`src/rtl/mem_dma_pkg.sv`:
```
// Shared types for the cart-RAM DMA engine.
//   cmd_e   : command encoding presented on the cmd port
//   state_e : sequencer states
//   is_active() : true for states that hold the RAM port (busy=1)
package mem_dma_pkg;

  typedef enum logic [1:0] {
    CMD_COPY = 2'd0,
    CMD_FILL = 2'd1,
    CMD_SUM  = 2'd2,
    CMD_NOP  = 2'd3
  } cmd_e;

  typedef enum logic [2:0] {
    StIdle,
    StCpRd,
    StCpWr,
    StFill,
    StSum,
    StSumLast,
    StFin
  } state_e;

  function automatic logic is_active(state_e s);
    return (s == StCpRd) || (s == StCpWr) || (s == StFill) || (s == StSum) || (s == StSumLast);
  endfunction

endpackage

```
`src/rtl/mem_dma.sv`:
```
// Single-channel DMA engine driving one port of the dual-port cart RAM.
// Executes COPY (2 cycles/byte), FILL (1 cycle/byte) and mod-256 SUM (1 cycle/byte + 1).
// Ports:
//   clk, rst          : clock, synchronous active-high reset
//   start, abort      : command strobe (IDLE only), stop at next cycle boundary
//   cmd, src, dst,    : command, source/destination start addresses,
//   len, fill_val     : byte count (0 = none), fill byte; latched on start
//   busy, done, sum   : in-progress flag, completion pulse, last SUM result
//   mem_addr, mem_di, : RAM address, write data, write enable
//   mem_we, mem_do    : mem_do is the RAM's registered read data (1-cycle latency)
module mem_dma
  import mem_dma_pkg::*;
#(
  parameter int unsigned AW = 16,
  parameter int unsigned DW = 8
) (
  input  logic          clk,
  input  logic          rst,
  input  logic          start,
  input  logic          abort,
  input  logic [1:0]    cmd,
  input  logic [AW-1:0] src,
  input  logic [AW-1:0] dst,
  input  logic [AW-1:0] len,
  input  logic [DW-1:0] fill_val,
  output logic          busy,
  output logic          done,
  output logic [DW-1:0] sum,
  output logic [AW-1:0] mem_addr,
  output logic [DW-1:0] mem_di,
  output logic          mem_we,
  input  logic [DW-1:0] mem_do
);

  state_e        state_q, state_d;
  cmd_e          cmd_q, cmd_d;
  logic [AW-1:0] src_q, src_d, dst_q, dst_d, cnt_q, cnt_d;
  logic [DW-1:0] fill_q, fill_d, acc_q, acc_d, sum_q, sum_d, di_q, di_d;
  logic [AW-1:0] addr_q, addr_d;
  logic          we_q, we_d, busy_q, busy_d, done_q, done_d, vld_q, vld_d;
  logic          last;

  assign last = (cnt_q == AW'(1));

  // Sequencer and pointer/counter next-state.
  always_comb begin
    state_d = state_q;
    cmd_d   = cmd_q;
    src_d   = src_q;
    dst_d   = dst_q;
    cnt_d   = cnt_q;
    fill_d  = fill_q;
    unique case (state_q)
      StIdle: begin
        if (start) begin
          cmd_d  = cmd_e'(cmd);
          src_d  = src;
          dst_d  = dst;
          cnt_d  = len;
          fill_d = fill_val;
          if (len == '0) begin
            state_d = StFin;
          end else begin
            case (cmd_e'(cmd))
              CMD_COPY: state_d = StCpRd;
              CMD_FILL: state_d = StFill;
              CMD_SUM:  state_d = StSum;
              default:  state_d = StFin;
            endcase
          end
        end
      end
      StCpRd: state_d = StCpWr;
      StCpWr: begin
        src_d   = src_q + AW'(1);
        dst_d   = dst_q + AW'(1);
        cnt_d   = cnt_q - AW'(1);
        state_d = last ? StFin : StCpRd;
      end
      StFill: begin
        dst_d   = dst_q + AW'(1);
        cnt_d   = cnt_q - AW'(1);
        state_d = last ? StFin : StFill;
      end
      StSum: begin
        src_d   = src_q + AW'(1);
        cnt_d   = cnt_q - AW'(1);
        state_d = last ? StSumLast : StSum;
      end
      StSumLast: state_d = StFin;
      StFin:     state_d = StIdle;
      default:   state_d = StIdle;
    endcase
    // The access already on the port this cycle still completes; nothing new is issued.
    if (abort && is_active(state_q)) begin
      state_d = StFin;
    end
  end

  // Accumulator, result and registered RAM-port values for the state being entered.
  always_comb begin
    // A read address was on the port this cycle, so its data arrives next cycle.
    vld_d = (state_q == StSum);
    acc_d = acc_q;
    if ((state_q == StIdle) && start) begin
      acc_d = '0;
    end else if (vld_q) begin
      acc_d = acc_q + mem_do;
    end
    sum_d = sum_q;
    if ((state_d == StFin) && (cmd_d == CMD_SUM)) begin
      sum_d = acc_d;
    end
    addr_d = '0;
    we_d   = 1'b0;
    di_d   = '0;
    case (state_d)
      StCpRd, StSum: addr_d = src_d;
      StCpWr: begin
        addr_d = dst_d;
        we_d   = 1'b1;
      end
      StFill: begin
        addr_d = dst_d;
        we_d   = 1'b1;
        di_d   = fill_d;
      end
      default: ;
    endcase
    busy_d = is_active(state_d);
    done_d = (state_d == StFin);
  end

  always_ff @(posedge clk) begin
    if (rst) begin
      state_q <= StIdle;
      cmd_q   <= CMD_NOP;
      src_q   <= '0;
      dst_q   <= '0;
      cnt_q   <= '0;
      fill_q  <= '0;
      acc_q   <= '0;
      sum_q   <= '0;
      vld_q   <= 1'b0;
      addr_q  <= '0;
      we_q    <= 1'b0;
      di_q    <= '0;
      busy_q  <= 1'b0;
      done_q  <= 1'b0;
    end else begin
      state_q <= state_d;
      cmd_q   <= cmd_d;
      src_q   <= src_d;
      dst_q   <= dst_d;
      cnt_q   <= cnt_d;
      fill_q  <= fill_d;
      acc_q   <= acc_d;
      sum_q   <= sum_d;
      vld_q   <= vld_d;
      addr_q  <= addr_d;
      we_q    <= we_d;
      di_q    <= di_d;
      busy_q  <= busy_d;
      done_q  <= done_d;
    end
  end

  assign busy     = busy_q;
  assign done     = done_q;
  assign sum      = sum_q;
  assign mem_addr = addr_q;
  assign mem_we   = we_q;
  // During a copy write the byte comes straight from the RAM's own output register; registering
  // it here would cost a third cycle per byte. No host-side input reaches the RAM port.
  assign mem_di   = (state_q == StCpWr) ? mem_do : di_q;

endmodule

```
`config.mk`:
```
export PLATFORM = sky130hd
export DESIGN_NAME = mem_dma
export DESIGN_NICKNAME = d
export VERILOG_FILES = /design/src/rtl/mem_dma_pkg.sv /design/src/rtl/mem_dma.sv
export SDC_FILE = /design/constraint.sdc
export NUM_CORES = 1
export LEC_CHECK = 0
export CORE_MARGIN = 2
export CORE_UTILIZATION = 40
export DETAILED_ROUTE_END_ITERATION = 10
export PLACE_DENSITY = 0.66
export SKIP_LAST_GASP = 1
export SLEW_MARGIN = 20
export SYNTH_ARGS = -nofsm -noshare
export SYNTH_HDL_FRONTEND = slang
export SYNTH_SLANG_ARGS = --single-unit
export TNS_END_PERCENT = 5
```
`constraint.sdc`:
```
create_clock -name clk -period 3.05 [get_ports clk]
set_clock_uncertainty 0.2 [all_clocks]
set_input_delay 0.61 -clock clk [delete_from_list [all_inputs] [get_ports clk]]
set_output_delay 0.61 -clock clk [all_outputs]
set_load 0.01 [all_outputs]
```
# Word-level counts from Yosys, hierarchy flattened
# Index checks and enable logic that the tools add are counted.
totals:
  output_inout_bits: 35
  word_cells: 80
  input_bits: 70
  ff_bits: 105
op_classes:
  reduce_logical: 22
  bitwise_logic: 1
  muxes: 23
  add_sub_neg: 4
  eq_ne: 16
ops:
  columns: ["op", "count"]
  rows:
  - ["one-hot mux 16 bit (2 select lines)", 4]
  - ["2-to-1 mux 16 bit", 3]
  - ["2-to-1 mux 8 bit", 5]
  - ["adder 16 x 1 -> 16 bit (second input constant)", 2]
  - ["one-hot mux 3 bit (6 select lines)", 1]
  - ["equality test 16 x 1 -> 1 bit (second input constant)", 1]
  - ["logical NOT 16 bit", 1]
  - ["subtractor 16 x 1 -> 16 bit (second input constant)", 1]
  - ["equality test 3 bit (second input constant)", 5]
  - ["2-to-1 mux 3 bit", 5]
  - ["equality test 3 x 2 -> 1 bit (second input constant)", 4]
  - ["OR reduction 2 bit", 5]
  - ["one-hot mux 3 bit (3 select lines)", 1]
  - ["adder 8 bit", 1]
  - ["logical OR 1 bit", 8]
  - ["equality test 3 x 1 -> 1 bit (second input constant)", 2]
  - ["equality test 2 bit (second input constant)", 2]
  - ["2-to-1 mux 2 bit", 2]
  - ["logical AND 1 bit", 3]
  - ["logical NOT 3 bit", 1]
  - ["OR reduction 3 bit", 1]
  - ["equality test 2 x 1 -> 1 bit (second input constant)", 1]
  - ["logical NOT 2 bit", 1]
  - ["2-to-1 mux 1 bit", 2]
  - ["4 further kinds", 4]

# Logic depth before layout (Yosys ltp)
# Gate-level depths: netlist of run 1.
logic_depth:
  depth_word: 12
  depth_mapped: 10
  ltp_nobuf: 10

# Least setup slack after synthesis of run 1
# No wires, ideal clock.
synth_path:
  kind: "register to output"
  from: "register state_q[2]"
  to: "output port mem_di[0]"
  stages_incl_launch_ff: 7
  arrival_time_ps: 1952
  required_time_ps: 2240
  setup_slack_ps: 288
  cell_sequence: "dfxtp_1 -> buf_4 -> or2b_2 -> clkbuf_1 -> clkbuf_1 -> nor2_1 -> mux2_2"
synth_between:
  elab_chain_cells: 2
synth_lines:
  columns: ["element", "line_no", "rtl"]
  rows:
  - ["start, declared", "mem_dma.sv:35", "state_e state_q, state_d;"]
  - ["start signal, assigned", "mem_dma.sv:136", "state_q <= StIdle;"]
  - ["start signal, assigned", "mem_dma.sv:151", "state_q <= state_d;"]
  - ["equality test 3 x 2 -> 1 bit", "mem_dma.sv:175", "assign mem_di = (state_q == StCpWr) ? mem_do : di_q;"]
  - ["2-to-1 mux 8 bit", "mem_dma.sv:175", null]
  - ["end, declared", "mem_dma.sv:30", "output logic [DW-1:0] mem_di,"]
# Every way passes these cells.

# Worst setup path in the final report of run 1
layout_path:
  from: "register state_q[1]"
  to: "output port mem_di[1]"
# The elaborated chain is that of the path after synthesis.

==> summary by stage, run 1 <==
Timing
The number of hold violations in the final report is 0. The number of slew-limit violations in the final report was 0. Setup repair after global routing left no endpoint under its margin.

For the finished layout, the period the worst path requires is 2.95 ns. The timing-limited maximum frequency is 0.339 GHz. The actual transition at the worst max-transition pin is 0.740 ns.

In the finished design, the share of the clock period the worst path needs comes to 96.8%. Measured against its own limit, the worst slew margin works out to 50.3%. The final-report setup violation count is 0.

Clock network
The number of buffers created by CTS is 9. The tree is rooted in a sky130_fd_sc_hd__clkbuf_16. Clock-pin slew was measured on the worst setup and hold paths at 0.07 ns. The H-tree depth reported by CTS is 3. The clock latency reported for the late side of the worst-skew pair is 0.35 ns.

The longest clock path from root to sink contains 2 buffers. The number of hold buffers added after CTS was 0. The number of sinks on the clock net is 105. TritonCTS built the clock tree.

Yosys
When the netlist entered floorplanning its net count stood at 741. The synthesized netlist contains 72 unique library cells. For this run, the leading register cell type out of synthesis is sky130_fd_sc_hd__dfxtp_1. The mean post-synth cell area is 8.30 µm². By area the synthesized netlist is led by sky130_fd_sc_hd__dfxtp_1 38%, sky130_fd_sc_hd__nor2_1 5.8%, sky130_fd_sc_hd__a21oi_1 4.7%, sky130_fd_sc_hd__nand2_1 4.7%, sky130_fd_sc_hd__mux2_2 3.5%. The synthesized netlist cell count is 659. The number of synthesized flops with an enable pin is 0. The post-synthesis async set-or-reset flop share is 0%. The Yosys step of the flow raised 0 warnings. The area share of the leading cell type in the synthesized netlist is 38.5%. The biggest area consumer among synthesized cells is sky130_fd_sc_hd__dfxtp_1. The total standard cell area after synthesis is 5470 µm². The number of flip-flops and latches in the synthesized netlist is 105. The fraction of the yosys area taken by sequential cells is 38.5%.

Worst setup path
The source of the worst register-to-register timing path is state_q[0]. The critical path class is flop to output pin. The critical path data arrival time is 2.14 ns. For flop-to-flop paths, the worst setup slack is 0.52 ns. The worst setup path is captured at an output pin. The required time of the critical path is 2.24 ns. The critical path startpoint category is a flop. The worst register-to-register path ends at sum[6]. Counting cells, the worst reg-to-reg path comes to 8.

The maximum net fanout on the critical path is 8.

Die
Measured along the y axis, the die boundary spans 121 µm. For this configuration, the core starts out at a cell density of 41.1%. The placement row count is 42. The die covers 14,600 µm².

The count of boundary I/O pins is 105. Measured along the x axis, the die boundary spans 121 µm. The total area inside the core boundary comes to 13,300 µm².

Global routing
The first global-routing pass estimated 25.6 mm of wire. After global routing the overflow that remains totals 0. The number of antenna violations at the first check in global routing was 0.

The global routing usage summed across all routing layers is 21.8%. The via count of the first global-routing pass is 5,207. Entering global routing, the biggest net connects 54 pins.

Placed design
The number of cells after detailed placement is 943. During placement, the flow inserted port buffers numbering 104. The congestion estimate from routability-driven global placement came to 0.867. The HPWL after detailed placement is 11.3 mm.

Drt
Before antenna repair, the detailed router went through 5 iterations. In the final routed layout, each cell accounts on average for 16.3 µm. The number of design rule violations left after detail routing is 0.

The detailed router finished its first iteration with 456 violations. The final wirelength is 15.7 mm. The total via count in the routed design is 5,377. The number of nets still failing antenna checks after routing is 0.

In the routed layout, each cell is associated on average with a via count of 5.61.

Pwr
Total power for the finished layout comes to 4.21 mW. The leakage power is 2.80 nW. Net switching is 34.6% of the power. The clock share of power is 26.5%. The register share of total power is 40.0%. The switching power is 1.46 mW. In this run the power density over the cells is 585 nW/µm².

Combinational logic burns 33.5% of the power. VDD sags by at most 0.408 mV. The internal portion of the total power is 2.75 mW.

Status
The run finished with clean final reports.

Final layout
The number of diodes is 0. The layout-stage area growth over the synthesis result is 31.6%. The number of nets in the final layout is 861. The count of cells in the finished layout, fillers not included, comes to 959. The share of layout cells above drive strength 1 is 12.3%. In the final layout, the multi-input gates occupy 3150 µm². Fill cells in the final layout number 1,230.

The post-route core utilization is 54.1%. The area taken by flip-flops and latches is 2100 µm².

Worst hold path
The worst hold-check path type is flop to flop. The origin of the worst min-delay path is fill_q[0]. The path with the worst hold slack has its endpoint at fill_q[0]. The worst hold path stage count is 2.

Flow run
The tool flagged a number of max-cap violations equal to 0.
==> critical path, cell delays in order, from the launching register on <==
cell and delay, ns:
sky130_fd_sc_hd__dfxtp_1 0.34, sky130_fd_sc_hd__or2b_2 0.30, sky130_fd_sc_hd__nor2_1 0.09, sky130_fd_sc_hd__buf_4 0.20, sky130_fd_sc_hd__mux2_2 0.35, sky130_fd_sc_hd__clkdlybuf4s50_1 0.50
==> metal layers <==
metal	wire length, µm	GRT usage (%)	up-vias
li1	-	-	2620
met1	7070	28.9	2550
met2	7300	35.2	188
met3	1070	5.36	19
met4	224	6.18	0
met5	0	0	-
==> how the worst max path moves through the flow <==
stage | from | depth (start not counted) | endpoint | slack (ns)
6_report | state_q[1] | 5 | mem_di[1] | 0.1
5_1_grt | mem_do[0] | 11 | sum[6] | 0.02
4_1_cts | mem_do[0] | 11 | sum[6] | 0.01
3_5_place_dp | mem_do[0] | 11 | sum[6] | -0.35
3_3_place_gp | mem_do[0] | 11 | sum[6] | -0.27
2_1_floorplan | state_q[2] | 6 | mem_di[0] | 0.29
==> timing repair <==
item,CTS,global route
gates resized for setup,0,5
setup endpoints to repair,0,2
setup buffers,0,1
==> registers in the layout (all words and copies together), names as in the netlist, 2 cells and up <==
register  flops
di_q          8
src_q        16
sum           8
acc_q         8
cnt_q        16
dst_q        16
state_q       3
fill_q        8
cmd_q         2
mem_addr     16
==> power by group through the flow <==
stage	Sequential, mW	Clock (mW)	Combinational [mW]
4_1_cts	1.68	1.14	1.40
2_1_floorplan	1.69	0	0.871
3_3_place_gp	1.70	0	1.36
3_5_place_dp	1.71	0	1.40
5_1_grt	1.71	1.19	1.56
6_report	1.68	1.12	1.41
==> cells by family (layout without fill, tap and decap cells) <==
group / after synthesis / count (layout) / synth area share [%]
flops: 105 / 105 / 38.5
simple gates: 271 / 271 / 25.0
xor+xnor: 14 / 14 / 2.24
compound gates: 177 / 177 / 21.8
buf+inv: 52 / 176 / 4.10
fa+ha+maj: 12 / 12 / 2.88
mux: 28 / 28 / 5.52
==> Yosys cell counts (all sizes together), types with 6 or more instances <==
library cell,number
a211oi,9
a21oi,52
a22o,15
a22oi,11
a31oi,7
and2,10
and2b,8
and3,10
buf,8
clkbuf,28
dfxtp,105
ha,11
inv,15
mux2,17
mux2i,11
nand2,68
nand2b,9
nand3,18
nand4,8
nor2,85
nor2b,9
nor3,21
nor4,7
o21a,6
o21ai,35
o22ai,7
xnor2,10
==> placed cells by master, fill, tap and decap left out, types with 10 or more instances in the layout <==
master,Yosys,layout
sky130_fd_sc_hd__clkdlybuf4s50_1,0,103
sky130_fd_sc_hd__buf_4,1,39
sky130_fd_sc_hd__dfxtp_1,105,105
sky130_fd_sc_hd__a22o_1,15,15
sky130_fd_sc_hd__nand3_1,18,18
sky130_fd_sc_hd__nor3_1,20,20
sky130_fd_sc_hd__ha_1,11,10
sky130_fd_sc_hd__a21oi_1,51,49
sky130_fd_sc_hd__and2_1,10,10
sky130_fd_sc_hd__xnor2_1,10,10
sky130_fd_sc_hd__o21ai_0,35,33
sky130_fd_sc_hd__mux2i_1,11,11
sky130_fd_sc_hd__mux2_2,17,17
sky130_fd_sc_hd__a22oi_1,11,11
sky130_fd_sc_hd__inv_1,15,15
sky130_fd_sc_hd__nand2_1,68,68
sky130_fd_sc_hd__nor2_1,84,84
==> stage by stage <==
step	worst slack (ns)	area, µm²	TNS [ns]	hold slack (ns)
floorplan	0.288	5470	0	0.234
global placement	-0.273	6900	-0.604	0.243
detailed placement	-0.352	6900	-1.11	0.249
CTS	0.0117	7180	0	0.260
global route	0.0182	7200	0	0.285
finish	0.0981	7200	0	0.257
==> area by class of cell <==
| type | count | share of cell area [%] |
|---|---|---|
| sequential | 105 | 29.2 |
| inverter | 15 | 0.782 |
| timing repair buffer | 146 | 19.3 |
| clock inverter | 5 | 0.504 |
| clock buffer | 10 | 3.32 |
| multi-input combinational | 502 | 43.8 |
| tap | 176 | 3.06 |
Power figures use the tool's default switching activity.
==> run 2: changes to the inputs <==
--- a/config.mk
+++ b/config.mk
@@ -6,9 +6,9 @@
 export NUM_CORES = 1
 export LEC_CHECK = 0
 export CORE_MARGIN = 2
-export CORE_UTILIZATION = 40
+export CORE_UTILIZATION = 30
 export DETAILED_ROUTE_END_ITERATION = 10
-export PLACE_DENSITY = 0.66
+export PLACE_DENSITY = 0.53
 export SKIP_LAST_GASP = 1
 export SLEW_MARGIN = 20
 export SYNTH_ARGS = -nofsm -noshare
==> run 2 against run 1 <==
- worst setup slack worse by 0.025 ns
- clock power is 23% higher
- critical path depth is 1 lower
- count of clock-buffer cells in the layout is 1 lower
- sequential power hardly changed
- utilization is 13 points lower
- largest cell class unchanged
- die area is 32% higher
- final area is 2.2% higher
==> summary by stage, run 2 (synthesized netlist as in run 1, its figures left out) <==
Global routing
For this run the aggregate overflow at the end of global routing stands at 0. In the global route stage, met2 resource usage came out at 26.9%. In the global route stage, met1 resource usage came out at 22.8%. The maximum number of pins on one net before global-route repair is 54. The global routing met3 resource utilization is 2.42%. The number of antenna violations at the first check in global routing is 0. The wire length of the first global-routing pass is 26.3 mm. The global routing usage summed across all routing layers is 16.7%. The via count of the first global-routing pass came to 5,030. The busiest layer in global routing is met2.

Clock network
The CTS tree is yes. CTS placed an instance of sky130_fd_sc_hd__clkbuf_16 at the clock tree root. Counting the buffers created by CTS gives 9.

Clock latency on the worst-skew pair, taken at its later pin, is 0.35 ns. The register clock-pin slew on the reported worst setup and hold paths is 0.07 ns. In this run, post-CTS hold repair placed 0 buffers. The clock passes through at most 2 buffers.

The number of setup buffers added after CTS is 0. The number of sinks on the clock net is 105. The H-tree was split into 3 levels.

Pwr
The analysis attributes to cell leakage a power of 2.83 nW. The maximum VDD drop is 0.284 mV. The power density over cell area is 607 nW/µm².

Status
The flow ran to the end, and the final reports show no timing, DRC or antenna violations.

Timing
The number of slew-limit violations in the final report came to 0. At the pin with the least slew margin, the transition time is 0.686 ns. The tightest hold margin is 0.259 ns. The post-layout minimum cycle time is 2.98 ns. After layout, the worst path uses 97.6% of the clock period. The final-report setup violation count is 0. Based on the critical path, the design can be clocked at up to 0.336 GHz. The number of hold violations in the final report was 0.

The worst relative slew slack is 53.9%. In the final timing run, aggregate negative setup slack is 0 ns. Setup repair after global routing left no endpoint under its margin.

Die
The die outline width is 139 µm. The count of boundary I/O pins is 105. The die footprint is 19,300 µm². The core region is 17,900 µm².

The initial standard-cell utilization of the core is 30.5%. The placement row count is 49. The die is 139 µm tall.

Placed design
At the end of routability-driven placement, the weighted congestion stood at 0.805. The number of cells after detailed placement is 995. After detailed placement, the total cell area comes to 6970 µm². During placement, the flow inserted port buffers numbering 104.

After legalization and detailed placement, the total HPWL measured 11.7 mm.

Worst setup path
The cell type group with the largest total delay on the critical path is simple AND/OR/NAND/NOR gates. The critical path class is flop to output pin. Walking the worst path, the cells encountered are or2b_2 > nor2_4 > mux2_2 > clkdlybuf4s50_1. At the worst endpoint, the required time is 2.24 ns. The worst register-to-register path has a setup slack of 0.50 ns.

In this run the worst path has a maximum fanout of 8. The number of buffers and inverters on the critical path is 1. STA classifies the critical path endpoint as an output pin. The cell at the slowest stage of the critical path is sky130_fd_sc_hd__clkdlybuf4s50_1. Data arrives at the worst endpoint at 2.17 ns.

The highest cell delay on the worst timing path is 0.49 ns. The critical path startpoint category is a flop.

Flow run
The max-cap check violation count is 0.

Drt
The number of design rule violations left after detail routing is 0. In the final routed layout, each cell accounts on average for 16.0 µm. The first detailed-routing pass took 5 iterations. The final wirelength is 16.2 mm. The number of nets still failing antenna checks after routing is 0. The routed layout has 5,272 vias.

Using the TritonRoute via totals, the vias-per-cell ratio works out to 5.21. In this run, the number of DRC markers left after iteration 0 of detailed routing was 350.

Final layout
The layout-stage area growth over the synthesis result is 34.5%. The finished layout holds 1,011 standard cells, fillers aside. The repair_antennas step left the layout with diodes totalling 0. In the layout the commonest cells are 105 x sky130_fd_sc_hd__dfxtp_1, 103 x sky130_fd_sc_hd__clkdlybuf4s50_1, 83 x sky130_fd_sc_hd__nor2_1.

At the end of the flow, the number of nets in the layout was 859. After routing the design area is 7350 µm². The commonest non-fill, non-tap cell in the layout is sky130_fd_sc_hd__dfxtp_1. The share of layout cells above drive strength 1 is 12.5%. After filler insertion, the fill cell instance count of the layout stands at 1,782.

Worst hold path
The worst hold path belongs to the class flop to flop.
-- run 2: cell types whose count changed in the layout (fill, tap and decap cells not counted), sizes merged --
cell	previous run	this run
buf	43	41
bufinv	0	3
clkbuf	10	9
clkinv	2	1
clkinvlp	0	1
inv	18	17
-- run 2: through the flow --
| stage | util [%] | setup slack, ns | total power, mW |
|---|---|---|---|
| 2_1_floorplan | - | 0.288 | 2.56 |
| 3_3_place_gp | 38.9 | -0.305 | 3.08 |
| 3_5_place_dp | 38.9 | -0.347 | 3.11 |
| 4_1_cts | 40.9 | 0.0204 | 4.50 |
| 5_1_grt | 41.1 | 0.00267 | 4.74 |
| 6_report | 41.1 | 0.0734 | 4.46 |
-- run 2: cell type report --
cell class | count | area [µm²] | area share [%]
timing repair buffer | 144 | 1390 | 18.9
tap | 229 | 287 | 3.90
clock buffer | 9 | 225 | 3.06
inverter | 15 | 56.3 | 0.766
sequential | 105 | 2100 | 28.6
clock inverter | 7 | 126 | 1.72
multi-input combinational | 502 | 3170 | 43.1
-- run 2: tightest hold or removal path: stages (launching register included) --
cell and delay, ns:
sky130_fd_sc_hd__dfxtp_1 0.30, sky130_fd_sc_hd__nand2_1 0.04, sky130_fd_sc_hd__a21oi_1 0.06
-- run 2: worst paths after layout --
path	start	endpoint	cells after the start
worst min-delay path	fill_q[7]	fill_q[7]	2
worst max-delay path	state_q[1]	mem_di[1]	4
worst max register to register	cnt_q[8]	sum[2]	8
worst min register to register	fill_q[7]	fill_q[7]	2
-- run 2: layer usage --
layer | up-vias | share of wire, %
li1 | 2616 | -
met5 | - | 0
met2 | 146 | 48
met4 | 0 | 1.7
met3 | 15 | 4.8
met1 | 2495 | 46
-- run 2: timing repair --
item	4_1_cts	5_1_grt
pin swaps	0	1
gates cloned	0	0
hold endpoints to repair	0	0
resized for setup	2	8
endpoints found under the setup margin	8	2
-- run 2: report_power, final --
group | switching, mW | internal, mW
registers | 0.146 | 1.53
logic | 0.764 | 0.638
clock network | 0.564 | 0.813
==> run 3: changes to the inputs <==
--- a/config.mk
+++ b/config.mk
@@ -5,10 +5,12 @@
 export SDC_FILE = /design/constraint.sdc
 export NUM_CORES = 1
 export LEC_CHECK = 0
+export CELL_PAD_IN_SITES_DETAIL_PLACEMENT = 0
+export CELL_PAD_IN_SITES_GLOBAL_PLACEMENT = 1
 export CORE_MARGIN = 2
-export CORE_UTILIZATION = 30
+export CORE_UTILIZATION = 39
 export DETAILED_ROUTE_END_ITERATION = 10
-export PLACE_DENSITY = 0.53
+export PLACE_DENSITY = 0.83
 export SKIP_LAST_GASP = 1
 export SLEW_MARGIN = 20
 export SYNTH_ARGS = -nofsm -noshare
==> run 3 against run 2 <==
- final area is 2.0% lower
- die area is 22% lower
- count of clock-buffer cells in the layout unchanged
- final cell count fell by 4.7%
- first-iteration DRC count increased by 27%
- register-to-register slack is essentially flat
- critical path depth stayed put
- non-clock buffer count increased by 1
- via count rose by 1.1%
- largest power group unchanged
==> summary by stage, run 3 (synthesized netlist as in run 1, its figures left out) <==
Worst setup path
For this run, the slowest stage of the critical path takes 0.50 ns. The worst-case reg-to-reg path depth is 8. By startpoint and endpoint, the worst setup path is classified as flop to output pin. The worst setup path is captured at an output pin. The maximum net fanout on the critical path is 8. The critical path data arrival time is 2.16 ns. STA classifies the critical path startpoint as a flop. The slowest stage of the critical path belongs to the cell sky130_fd_sc_hd__clkdlybuf4s50_1.

The required time of the critical path is 2.24 ns. The critical path goes through or2b_2 > nor2_4 > mux2_2 > clkdlybuf4s50_1.

Die
The die covers 15,000 µm². For this design the top-level I/O count stands at 105. The initial standard-cell utilization of the core is 39.7%.

The placement row count is 43. After floorplanning, the core was sized to cover 13,800 µm². The die extent in y is 122 µm. The die outline width is 122 µm.

Drt
The DRC marker count from the first detailed-route iteration is 444. The number of design rule violations left after detail routing is 0. The final wirelength is 15.6 mm.

Detailed routing inserted a total of 5,328 vias. The first TritonRoute pass finished after 5 iterations. The routed length per placed instance is 16.2 µm. The count of nets left with antenna violations once routing finished came out at 0. After detailed routing, the number of vias per cell comes to 5.53.

Clock network
The clock net in this run drives a total of 105 sinks. TritonCTS built the clock tree. The cts-stage hold buffer count is 0. At the later pin of the worst-skew pair, clock insertion delay measures 0.36 ns.

The root cell of the clock tree is sky130_fd_sc_hd__clkbuf_16. The buffers inserted during post-CTS setup optimization is 0. The H-tree was split into 3 levels. No sink is reached through more buffers than the 2 on the longest clock path.

Clock-pin slew was measured on the worst setup and hold paths at 0.07 ns. The number of buffers created by CTS is 9.

Global routing
met2 is the most crowded layer. The global routing usage summed across all routing layers is 21.5%. Entering global routing, the biggest net connects 52 pins. The number of antenna violations at the first check in global routing is 0. In the global route stage, met3 resource usage came out at 3.16%. The met2 usage is 34.2%. The first global-routing pass estimated 25.3 mm of wire. Global routing finished with a remaining overflow of 0.

The via count of the first global-routing pass came to 5,084. For this run, global-route usage on met1 was measured as 29.7%.

Final layout
The post-route core utilization is 52.3%. The filler cells instantiated in the layout total 1,299. In the layout the commonest cells are 105 x sky130_fd_sc_hd__dfxtp_1, 103 x sky130_fd_sc_hd__clkdlybuf4s50_1, 83 x sky130_fd_sc_hd__nor2_1. The layout-stage area growth over the synthesis result is 31.8%. After routing the design area is 7200 µm². For this run, the post-layout net count is 860. The share of layout cells above drive strength 1 is 12.4%. The repair_antennas step left the layout with diodes totalling 0.

Leaving out fill and tap cells, the most frequent cell in the layout is sky130_fd_sc_hd__dfxtp_1.

Worst hold path
The worst hold-check path type is flop to flop. The worst hold path stage count is 2.

Timing
The worst relative slew slack is 50.5%. Setup repair after global routing could not meet its margin everywhere. The final-report setup violation count is 0. Static timing analysis puts the maximum clock frequency at 0.336 GHz. The actual transition at the worst max-transition pin is 0.737 ns.

The number of slew-limit violations in the final report came to 0. After layout, the worst path uses 97.5% of the clock period. The worst path in the final design needs a cycle of 2.97 ns, including I/O delays and setup. The number of hold violations in the final report is 0.

Placed design
The area of placed instances is 6910 µm². The final HPWL from detailed placement is 11.3 mm. The count of buffers added on input and output ports is 104. The global placer's final weighted congestion is 0.845.

Pwr
VDD sags by at most 0.275 mV. For this design the static power due to leakage is 2.80 nW. The power density over cell area is 584 nW/µm².

Flow run
Max-cap violations in this run came to 0.

Status
The flow ran to the end, and the final reports show no timing, DRC or antenna violations.
-- run 3: cell types whose count changed in the layout (fill, tap and decap cells not counted), sizes merged --
cell / previous run / this run
clkinv: 1 / 5
bufinv: 3 / 0
buf: 41 / 42
clkinvlp: 1 / 0
-- run 3: cell type report --
cell class                 instances  area [µm²]  share of cell area [%]
tap                              180         225                    3.13
clock inverter                     7        53.8                   0.747
sequential                       105        2100                    29.2
multi-input combinational        502        3160                    43.9
timing repair buffer             145        1380                    19.2
clock buffer                       9         225                    3.13
inverter                          15        56.3                   0.782
-- run 3: final timing paths --
check             startpoint         to  slack [ns]
hold / removal     fill_q[1]  fill_q[1]        0.26
setup / recovery  state_q[1]  mem_di[1]        0.08
setup reg to reg  state_q[1]     sum[6]        0.51
hold reg to reg    fill_q[1]  fill_q[1]        0.26
-- run 3: power breakdown --
group	internal, mW	switching (mW)
clock network	0.562	0.555
logic	0.643	0.772
registers	1.53	0.145
total	2.74	1.47
-- run 3: timing repair --
action	in CTS	in global routing
gates resized for setup	2	5
setup endpoints to repair	9	3
pin swaps	0	2
hold endpoints to repair	0	0
-- run 3: per-layer routing --
metal	part of all wire (%)	wire length [µm]
met3	5.3	828
met4	2.0	310
met1	47	7390
met2	45	7110
met5	0	0
-- run 3: critical path: cells and delay by family, from the launching register on --
kind                   cells  cell delay, ns
flip-flops                 1            0.34
multiplexers               1            0.37
AND/OR/NAND/NOR            2            0.59
buffers and inverters      1            0.50
-- run 3: per-stage QoR --
stage,instances,power [mW],setup WS (ns),hold slack (ns),TNS [ns]
after floorplan,659,2.56,0.288,0.234,0
after global placement,947,3.07,-0.307,0.244,-0.796
after detailed placement,947,3.11,-0.368,0.249,-1.22
after CTS,963,4.23,-0.0110,0.260,-0.0110
after global routing,963,4.47,-0.0119,0.292,-0.0119
final,963,4.21,0.0760,0.255,0
